<file path="src/rtl/dca_matrix_merger.sv">
// Collects result tile rows and issues one row write per valid row, rebuilding the
// destination matrix. Edge tiles are clipped by column mask and by dropping rows.
module dca_matrix_merger #(
  parameter int NUM_ROW = 8,
  parameter int NUM_COL = 8,
  parameter int BW_ADDR = 32,
  parameter int BW_DIM  = 16
) (
  input  logic                   clk,
  input  logic                   rstnn,
  input  logic                   clear,
  input  logic                   enable,
  input  logic                   start,
  input  logic [BW_ADDR-1:0]     dst_addr,
  input  logic [BW_ADDR-1:0]     dst_stride,
  input  logic [BW_DIM-1:0]      num_row_m1,
  input  logic [BW_DIM-1:0]      num_col_m1,
  input  logic                   is_col_first,
  input  logic                   row_valid,
  output logic                   row_ready,
  input  logic [32*NUM_COL-1:0]  row_data,
  output logic                   wr_valid,
  input  logic                   wr_ready,
  output logic [BW_ADDR-1:0]     wr_addr,
  output logic [32*NUM_COL-1:0]  wr_data,
  output logic [NUM_COL-1:0]     wr_mask,
  output logic                   wr_last,
  output logic                   busy,
  output logic                   done
);

  localparam int LOG_R = $clog2(NUM_ROW);
  localparam int LOG_C = $clog2(NUM_COL);
  localparam int RW    = (NUM_ROW > 1) ? LOG_R : 1;
  localparam int IW    = BW_DIM + LOG_R + 1;
  localparam int CW    = BW_DIM + LOG_C + 1;
  localparam logic [BW_ADDR-1:0] COL_STEP = BW_ADDR'(NUM_COL * 4);

  typedef enum logic [1:0] {IDLE, RUN, DRAIN} state_t;

  state_t                 state_q, state_d;
  logic [BW_ADDR-1:0]     dst_q, dst_d, stride_q, stride_d;
  logic [BW_DIM-1:0]      rowM1_q, rowM1_d, colM1_q, colM1_d;
  logic                   colFirst_q, colFirst_d;
  logic [BW_DIM-1:0]      txLast_q, txLast_d, tyLast_q, tyLast_d;
  logic [BW_DIM-1:0]      tx_q, tx_d, ty_q, ty_d;
  logic [RW-1:0]          r_q, r_d;
  logic [BW_ADDR-1:0]     tileRowBase_q, tileRowBase_d, rowBase_q, rowBase_d;
  logic [BW_ADDR-1:0]     colOff_q, colOff_d;
  logic                   wrValid_q, wrValid_d, wrLast_q, wrLast_d;
  logic [BW_ADDR-1:0]     wrAddr_q, wrAddr_d;
  logic [32*NUM_COL-1:0]  wrData_q, wrData_d;
  logic [NUM_COL-1:0]     wrMask_q, wrMask_d;

  logic [IW-1:0]          rowIdx;
  logic                   rowOk, rWrap, txEnd, tyEnd, lastBeat, xfer, wrDone, doneNow;
  logic [NUM_COL-1:0]     colMask;
  logic [BW_ADDR-1:0]     tileStep;

  assign rowIdx   = (IW'(ty_q) << LOG_R) | IW'(r_q);
  assign rowOk    = rowIdx <= IW'(rowM1_q);
  assign rWrap    = (r_q == RW'(NUM_ROW - 1));
  assign txEnd    = (tx_q == txLast_q);
  assign tyEnd    = (ty_q == tyLast_q);
  assign lastBeat = rWrap & txEnd & tyEnd;
  assign tileStep = stride_q << LOG_R;

  assign row_ready = enable & (state_q == RUN) & (!wrValid_q | wr_ready);
  assign xfer      = row_valid & row_ready;
  assign wrDone    = enable & wrValid_q & wr_ready;
  assign doneNow   = !clear & enable & (state_q == DRAIN) & !wrValid_q;

  always_comb begin
    colMask = '0;
    for (int c = 0; c < NUM_COL; c++) begin
      colMask[c] = ((CW'(tx_q) << LOG_C) + CW'(c)) <= CW'(colM1_q);
    end
  end

  // Next-state: clear dominates; otherwise nothing moves unless enable is high.
  always_comb begin
    state_d       = state_q;
    dst_d         = dst_q;
    stride_d      = stride_q;
    rowM1_d       = rowM1_q;
    colM1_d       = colM1_q;
    colFirst_d    = colFirst_q;
    txLast_d      = txLast_q;
    tyLast_d      = tyLast_q;
    tx_d          = tx_q;
    ty_d          = ty_q;
    r_d           = r_q;
    tileRowBase_d = tileRowBase_q;
    rowBase_d     = rowBase_q;
    colOff_d      = colOff_q;
    wrValid_d     = wrValid_q;
    wrLast_d      = wrLast_q;
    wrAddr_d      = wrAddr_q;
    wrData_d      = wrData_q;
    wrMask_d      = wrMask_q;

    if (clear) begin
      state_d       = IDLE;
      wrValid_d     = 1'b0;
      tx_d          = '0;
      ty_d          = '0;
      r_d           = '0;
      tileRowBase_d = '0;
      rowBase_d     = '0;
      colOff_d      = '0;
    end else if (enable) begin
      if (wrDone) wrValid_d = 1'b0;
      unique case (state_q)
        IDLE: begin
          if (start) begin
            state_d       = RUN;
            dst_d         = dst_addr;
            stride_d      = dst_stride;
            rowM1_d       = num_row_m1;
            colM1_d       = num_col_m1;
            colFirst_d    = is_col_first;
            txLast_d      = num_col_m1 >> LOG_C;
            tyLast_d      = num_row_m1 >> LOG_R;
            tx_d          = '0;
            ty_d          = '0;
            r_d           = '0;
            tileRowBase_d = dst_addr;
            rowBase_d     = dst_addr;
            colOff_d      = '0;
          end
        end
        RUN: begin
          if (xfer) begin
            if (rowOk) begin
              wrValid_d = 1'b1;
              wrAddr_d  = rowBase_q + colOff_q;
              wrData_d  = row_data;
              wrMask_d  = colMask;
              wrLast_d  = txEnd & tyEnd & (rowIdx == IW'(rowM1_q));
            end
            if (lastBeat) state_d = DRAIN;
            // rowBase tracks dst + row*stride; moving down a row or into the next
            // tile row below is always one more stride from the current row.
            if (!rWrap) begin
              r_d       = r_q + 1'b1;
              rowBase_d = rowBase_q + stride_q;
            end else begin
              r_d = '0;
              if (!colFirst_q) begin
                if (!txEnd) begin
                  tx_d      = tx_q + 1'b1;
                  colOff_d  = colOff_q + COL_STEP;
                  rowBase_d = tileRowBase_q;
                end else begin
                  tx_d          = '0;
                  colOff_d      = '0;
                  ty_d          = ty_q + 1'b1;
                  tileRowBase_d = tileRowBase_q + tileStep;
                  rowBase_d     = rowBase_q + stride_q;
                end
              end else begin
                if (!tyEnd) begin
                  ty_d          = ty_q + 1'b1;
                  tileRowBase_d = tileRowBase_q + tileStep;
                  rowBase_d     = rowBase_q + stride_q;
                end else begin
                  ty_d          = '0;
                  tileRowBase_d = dst_q;
                  rowBase_d     = dst_q;
                  tx_d          = tx_q + 1'b1;
                  colOff_d      = colOff_q + COL_STEP;
                end
              end
            end
          end
        end
        DRAIN: begin
          if (!wrValid_q) state_d = IDLE;
        end
        default: state_d = IDLE;
      endcase
    end
  end

  always_ff @(posedge clk or negedge rstnn) begin
    if (!rstnn) begin
      state_q       <= IDLE;
      dst_q         <= '0;
      stride_q      <= '0;
      rowM1_q       <= '0;
      colM1_q       <= '0;
      colFirst_q    <= 1'b0;
      txLast_q      <= '0;
      tyLast_q      <= '0;
      tx_q          <= '0;
      ty_q          <= '0;
      r_q           <= '0;
      tileRowBase_q <= '0;
      rowBase_q     <= '0;
      colOff_q      <= '0;
      wrValid_q     <= 1'b0;
      wrLast_q      <= 1'b0;
      wrAddr_q      <= '0;
      wrData_q      <= '0;
      wrMask_q      <= '0;
    end else begin
      state_q       <= state_d;
      dst_q         <= dst_d;
      stride_q      <= stride_d;
      rowM1_q       <= rowM1_d;
      colM1_q       <= colM1_d;
      colFirst_q    <= colFirst_d;
      txLast_q      <= txLast_d;
      tyLast_q      <= tyLast_d;
      tx_q          <= tx_d;
      ty_q          <= ty_d;
      r_q           <= r_d;
      tileRowBase_q <= tileRowBase_d;
      rowBase_q     <= rowBase_d;
      colOff_q      <= colOff_d;
      wrValid_q     <= wrValid_d;
      wrLast_q      <= wrLast_d;
      wrAddr_q      <= wrAddr_d;
      wrData_q      <= wrData_d;
      wrMask_q      <= wrMask_d;
    end
  end

  assign wr_valid = wrValid_q;
  assign wr_addr  = wrAddr_q;
  assign wr_data  = wrData_q;
  assign wr_mask  = wrMask_q;
  assign wr_last  = wrLast_q;
  assign busy     = (state_q != IDLE);
  assign done     = doneNow;

endmodule
</file>
<file path="config.mk">
export PLATFORM = sky130hd
export DESIGN_NAME = dca_matrix_merger
export DESIGN_NICKNAME = d
export VERILOG_FILES = /design/src/rtl/dca_matrix_merger.sv
export SDC_FILE = /design/constraint.sdc
export NUM_CORES = 1
export LEC_CHECK = 0
export BUFFER_PORTS_ARGS = -buffer_cell sky130_fd_sc_hd__buf_4
export CAP_MARGIN = 40
export CORE_AREA = 10 10 250 252
export DETAILED_ROUTE_END_ITERATION = 12
export DIE_AREA = 0 0 260 262
export PLACE_DENSITY = 0.74
export RECOVER_POWER = 25
export SLEW_MARGIN = 30
export SYNTH_ARGS = -nofsm -noshare
export SYNTH_HDL_FRONTEND = slang
export SYNTH_SLANG_ARGS = --single-unit
</file>
<file path="constraint.sdc">
create_clock -name clk -period 3 [get_ports clk]
set_input_delay 0.15 -clock clk [delete_from_list [all_inputs] [get_ports clk]]
set_output_delay 0.15 -clock clk [all_outputs]
set_load 0.05 [all_outputs]
</file>
==> impl_metrics.env <==
export IMPL_dpl_cell_count=4567
export IMPL_period_share_pct=98.4
export IMPL_cp_arrival_ns=3.44
export IMPL_num_rows=88
export IMPL_fin_crit_ns=2.95
export IMPL_slowest_delay_ns=0.39
export IMPL_gp_congestion=0.941
export IMPL_synthArstFlopShare_pct=100
export IMPL_netlist_instances=3053
export IMPL_h_tree_depth=2
export IMPL_grt_max_degree=91
export IMPL_area_growth_pct=52.1
export IMPL_clk_latency_ns=0.62
export IMPL_worst_pin_slew_ns=2.83
export IMPL_ys_warn_count=0
export IMPL_crit_path_end_kind="register"
export IMPL_io_buffer_count=660
export IMPL_cts_clk_slew_worst_paths_ns=0.07
export IMPL_n_fill_cell=4058
export IMPL_dpl_cell_area_mm2=0.0338
export IMPL_grt_overflow_total=0
export IMPL_fp_dieW_um=260
export IMPL_critPathRequiredTime_ns=3.49
export IMPL_syn_avg_cell_area_um2=8.57
export IMPL_drt_first_pass_iters=6
export IMPL_critPathLaunchType="register"
export IMPL_finalHoldViolations=0
export IMPL_stdcell_count=5057
export IMPL_maxCapViolCount=1
export IMPL_ant_nets=0
export IMPL_violations="capacitance limit, slew limit"
export IMPL_slew_viol_final=82
export IMPL_tns_ns=0
export IMPL_die_area_mm2=0.0681
export IMPL_grt_pass1_vias=28000
export IMPL_grt_pass1_wl_mm=167
export IMPL_initial_core_util_pct=45.6
export IMPL_remaining_drc_errors=0
export IMPL_grtUsageTotal_pct=31.7
export IMPL_antenna_found_initial=17
export IMPL_crit_path_max_fanout=14
export IMPL_powerDensity_mw_per_mm2=658
export IMPL_drive_gt1_share_pct=25.3
export IMPL_p_leak_nw=20.8
export IMPL_hp_start="row_valid"
export IMPL_via_count=28000
export IMPL_via_per_inst=5.54
export IMPL_rsz0062_at_grt="yes"
export IMPL_numCtsBuffers=55
export IMPL_core_area_mm2=0.0574
export IMPL_final_area_mm2=0.0398
export IMPL_synth_seq_cells=523
export IMPL_slowest_stage="dfrtp_1"
export IMPL_drtIter0Drc=2967
export IMPL_cp_startpoint="ty_q[2]"
export IMPL_synth_ff_type="dfrtp_1"
export IMPL_netlist_area_mm2=0.0262
export IMPL_finalSetupViolations=0
export IMPL_post_drt_wl_per_cell_um=22.7
export IMPL_die_y_um=262
export IMPL_design_power_total_mw=26.2
export IMPL_ys_seq_area_share_pct=50.0
export IMPL_crit_chain="ha_1 > nand4_1 > or3_4 > buf_4 > a211oi_4 > a2111oi_2 > o211ai_1 > o31ai_4 > and3_4 > buf_12 > buf_4 > nand2_1 > nand2_1"
export IMPL_synth_edf_count=0
export IMPL_layout_nets=4714
export IMPL_outcome="complete, but fails checks"
export IMPL_critPathKind="register to register"
export IMPL_cts_sinks=523
export IMPL_clock_skew_ns=0.0148
export IMPL_slew_headroom_pct=-88.6
export IMPL_postLayoutCoreUtil_pct=69.4
export IMPL_max_freq_ghz=0.339
export IMPL_routed_wirelength_mm=115
export IMPL_cts_tree="built"
export IMPL_synth_cell_types=74
export IMPL_regToRegStartpoint="ty_q[2]"
export IMPL_cts_root_buffer="clkbuf_16"
export IMPL_dp_hpwl_mm=78.7
export IMPL_ir_worst_vdd_uv=620
export IMPL_syn_nets=3535
export IMPL_cts_path_max_buffers=3
export IMPL_hold_path_class="input port to register"
export IMPL_ios=661
routing by layer:
layer  part of all wire (%)  GRT usage (%)  vias up
met3                    9.9           8.42      391
met5                  0.015              0        -
met4                    5.9           16.7        2
li1                       -              -    12600
met1                     37           38.7    13500
met2                     47           51.1     1537
where the power goes:
part	internal (mW)	switching, mW	total [mW]
sequential	8.22	0.929	9.15
clock	4.23	3.06	7.29
combinational	3.40	6.32	9.72
cell usage in the layout (no fill, tap or decap), types with 7 or more instances in the layout:
master	instances
nand2_1	1198
xnor2_1	49
clkbuf_2	7
ha_1	117
a31oi_1	13
nor2b_1	11
xor2_1	61
nor3_1	24
a221o_1	7
nor2_1	133
buf_4	859
inv_1	60
a21oi_1	120
a211oi_1	12
dlygate4sd3_1	358
a21o_1	44
diode_2	16
and2_1	8
and3_1	27
or3_1	12
o21ai_0	168
a221oi_1	15
clkinv_2	8
buf_12	38
o21ai_1	8
o31ai_1	13
a22o_1	16
a21oi_2	8
nand2b_1	16
o211ai_1	17
o21a_1	10
o22ai_1	20
mux2i_1	8
nand3_1	41
clkbuf_8	17
dfrtp_1	522
clkbuf_16	57
nand4_1	21
repair_timing:
action / CTS / global route
hold buffers: 358 / 0
endpoints found under the setup margin: 28 / 290
pin swaps: 2 / 27
setup buffers: 1 / 12
gates resized for setup: 16 / 49
gates cloned: 0 / 2
hold endpoints to repair: 471 / 0
logic make-up after synthesis:
logic type | Yosys count | synth area share (%)
fa+ha+maj | 122 | 5.89
mux | 11 | 0.435
xor+xnor | 110 | 3.68
buf+inv | 206 | 3.02
simple gates | 1534 | 23.8
compound gates | 547 | 13.1
flops | 523 | 50.0
through the flow:
stage / hold slack, ns / setup WS (ns)
after detailed placement: 0.277 / -0.107
after CTS: 0.0472 / 0.00152
after global placement: 0.277 / -0.124
after global routing: 0.0816 / -0.0722
final: 0.0933 / 0.0481
after floorplan: -0.146 / 0.0154
final cells by class:
class	instances	area [um^2]	share of cell area, %
inverter	61	229	0.575
clock inverter	24	295	0.742
sequential	523	13100	32.9
antenna	16	40.0	0.101
tap	765	957	2.41
clock buffer	77	1630	4.09
timing repair buffer	1267	10900	27.4
multi-input combinational	2324	12600	31.7
worst max-delay path, delay by kind of cell, from the launching register on:
kind | cells | cell delay (ns)
adder cells (fa/ha/maj) | 1 | 0.32
buffers and inverters | 3 | 0.50
AND/OR/NAND/NOR | 5 | 0.97
flip-flops | 1 | 0.39
AO/OA/AOI/OAI | 4 | 0.63
state kept, by name, summed over array words and instances, names as in the netlist:
| register | cells |
|---|---|
| wr_data | 256 |
| tileRowBase_q | 32 |
| wr_last | 1 |
| tx_q | 16 |
| wr_mask | 8 |
| state_q | 2 |
| r_q | 3 |
| wr_valid | 1 |
| ty_q | 16 |
| colOff_q | 27 |
| rowBase_q | 32 |
| stride_q | 32 |
| colFirst_q | 1 |
| dst_q | 32 |
| colM1_q | 16 |
| wr_addr | 32 |
| rowM1_q | 16 |
cell usage after synthesis, drive strengths merged (8+ instances only):
cell type / n / share of area [%]
and3: 29 / 0.69
o31ai: 16 / 0.46
mux2i: 8 / 0.31
xor2: 61 / 2.0
o21ai: 179 / 3.4
a31oi: 15 / 0.38
buf: 11 / 0.22
xnor2: 49 / 1.6
inv: 61 / 0.88
o22ai: 21 / 0.50
a221oi: 16 / 0.54
nor2: 136 / 2.0
nor3: 25 / 0.48
clkbuf: 134 / 1.9
a22o: 16 / 0.54
a21o: 44 / 1.3
dfrtp: 523 / 50
nand3: 44 / 0.86
nor2b: 14 / 0.33
nand4: 22 / 0.55
or3: 15 / 0.38
o211ai: 17 / 0.49
nand2: 1200 / 17
a211oi: 16 / 0.46
and2: 8 / 0.19
a21oi: 129 / 2.5
nand2b: 16 / 0.38
ha: 120 / 5.7
o21a: 10 / 0.29
worst paths after layout:
| path | cells past startpoint | slack (ns) | end |
|---|---|---|---|
| worst max-delay path | 13 | 0.05 | wr_data[61] |
| max in group asynchronous | 2 | 0.36 | colOff_q[21] |
| worst max register to register | 13 | 0.05 | wr_data[61] |
| worst min-delay path | 3 | 0.09 | r_q[0] |
| min in group asynchronous | 2 | 0.97 | wr_data[109] |
| worst min register to register | 2 | 0.48 | wr_data[132] |
Power figures use the tool's default switching activity.
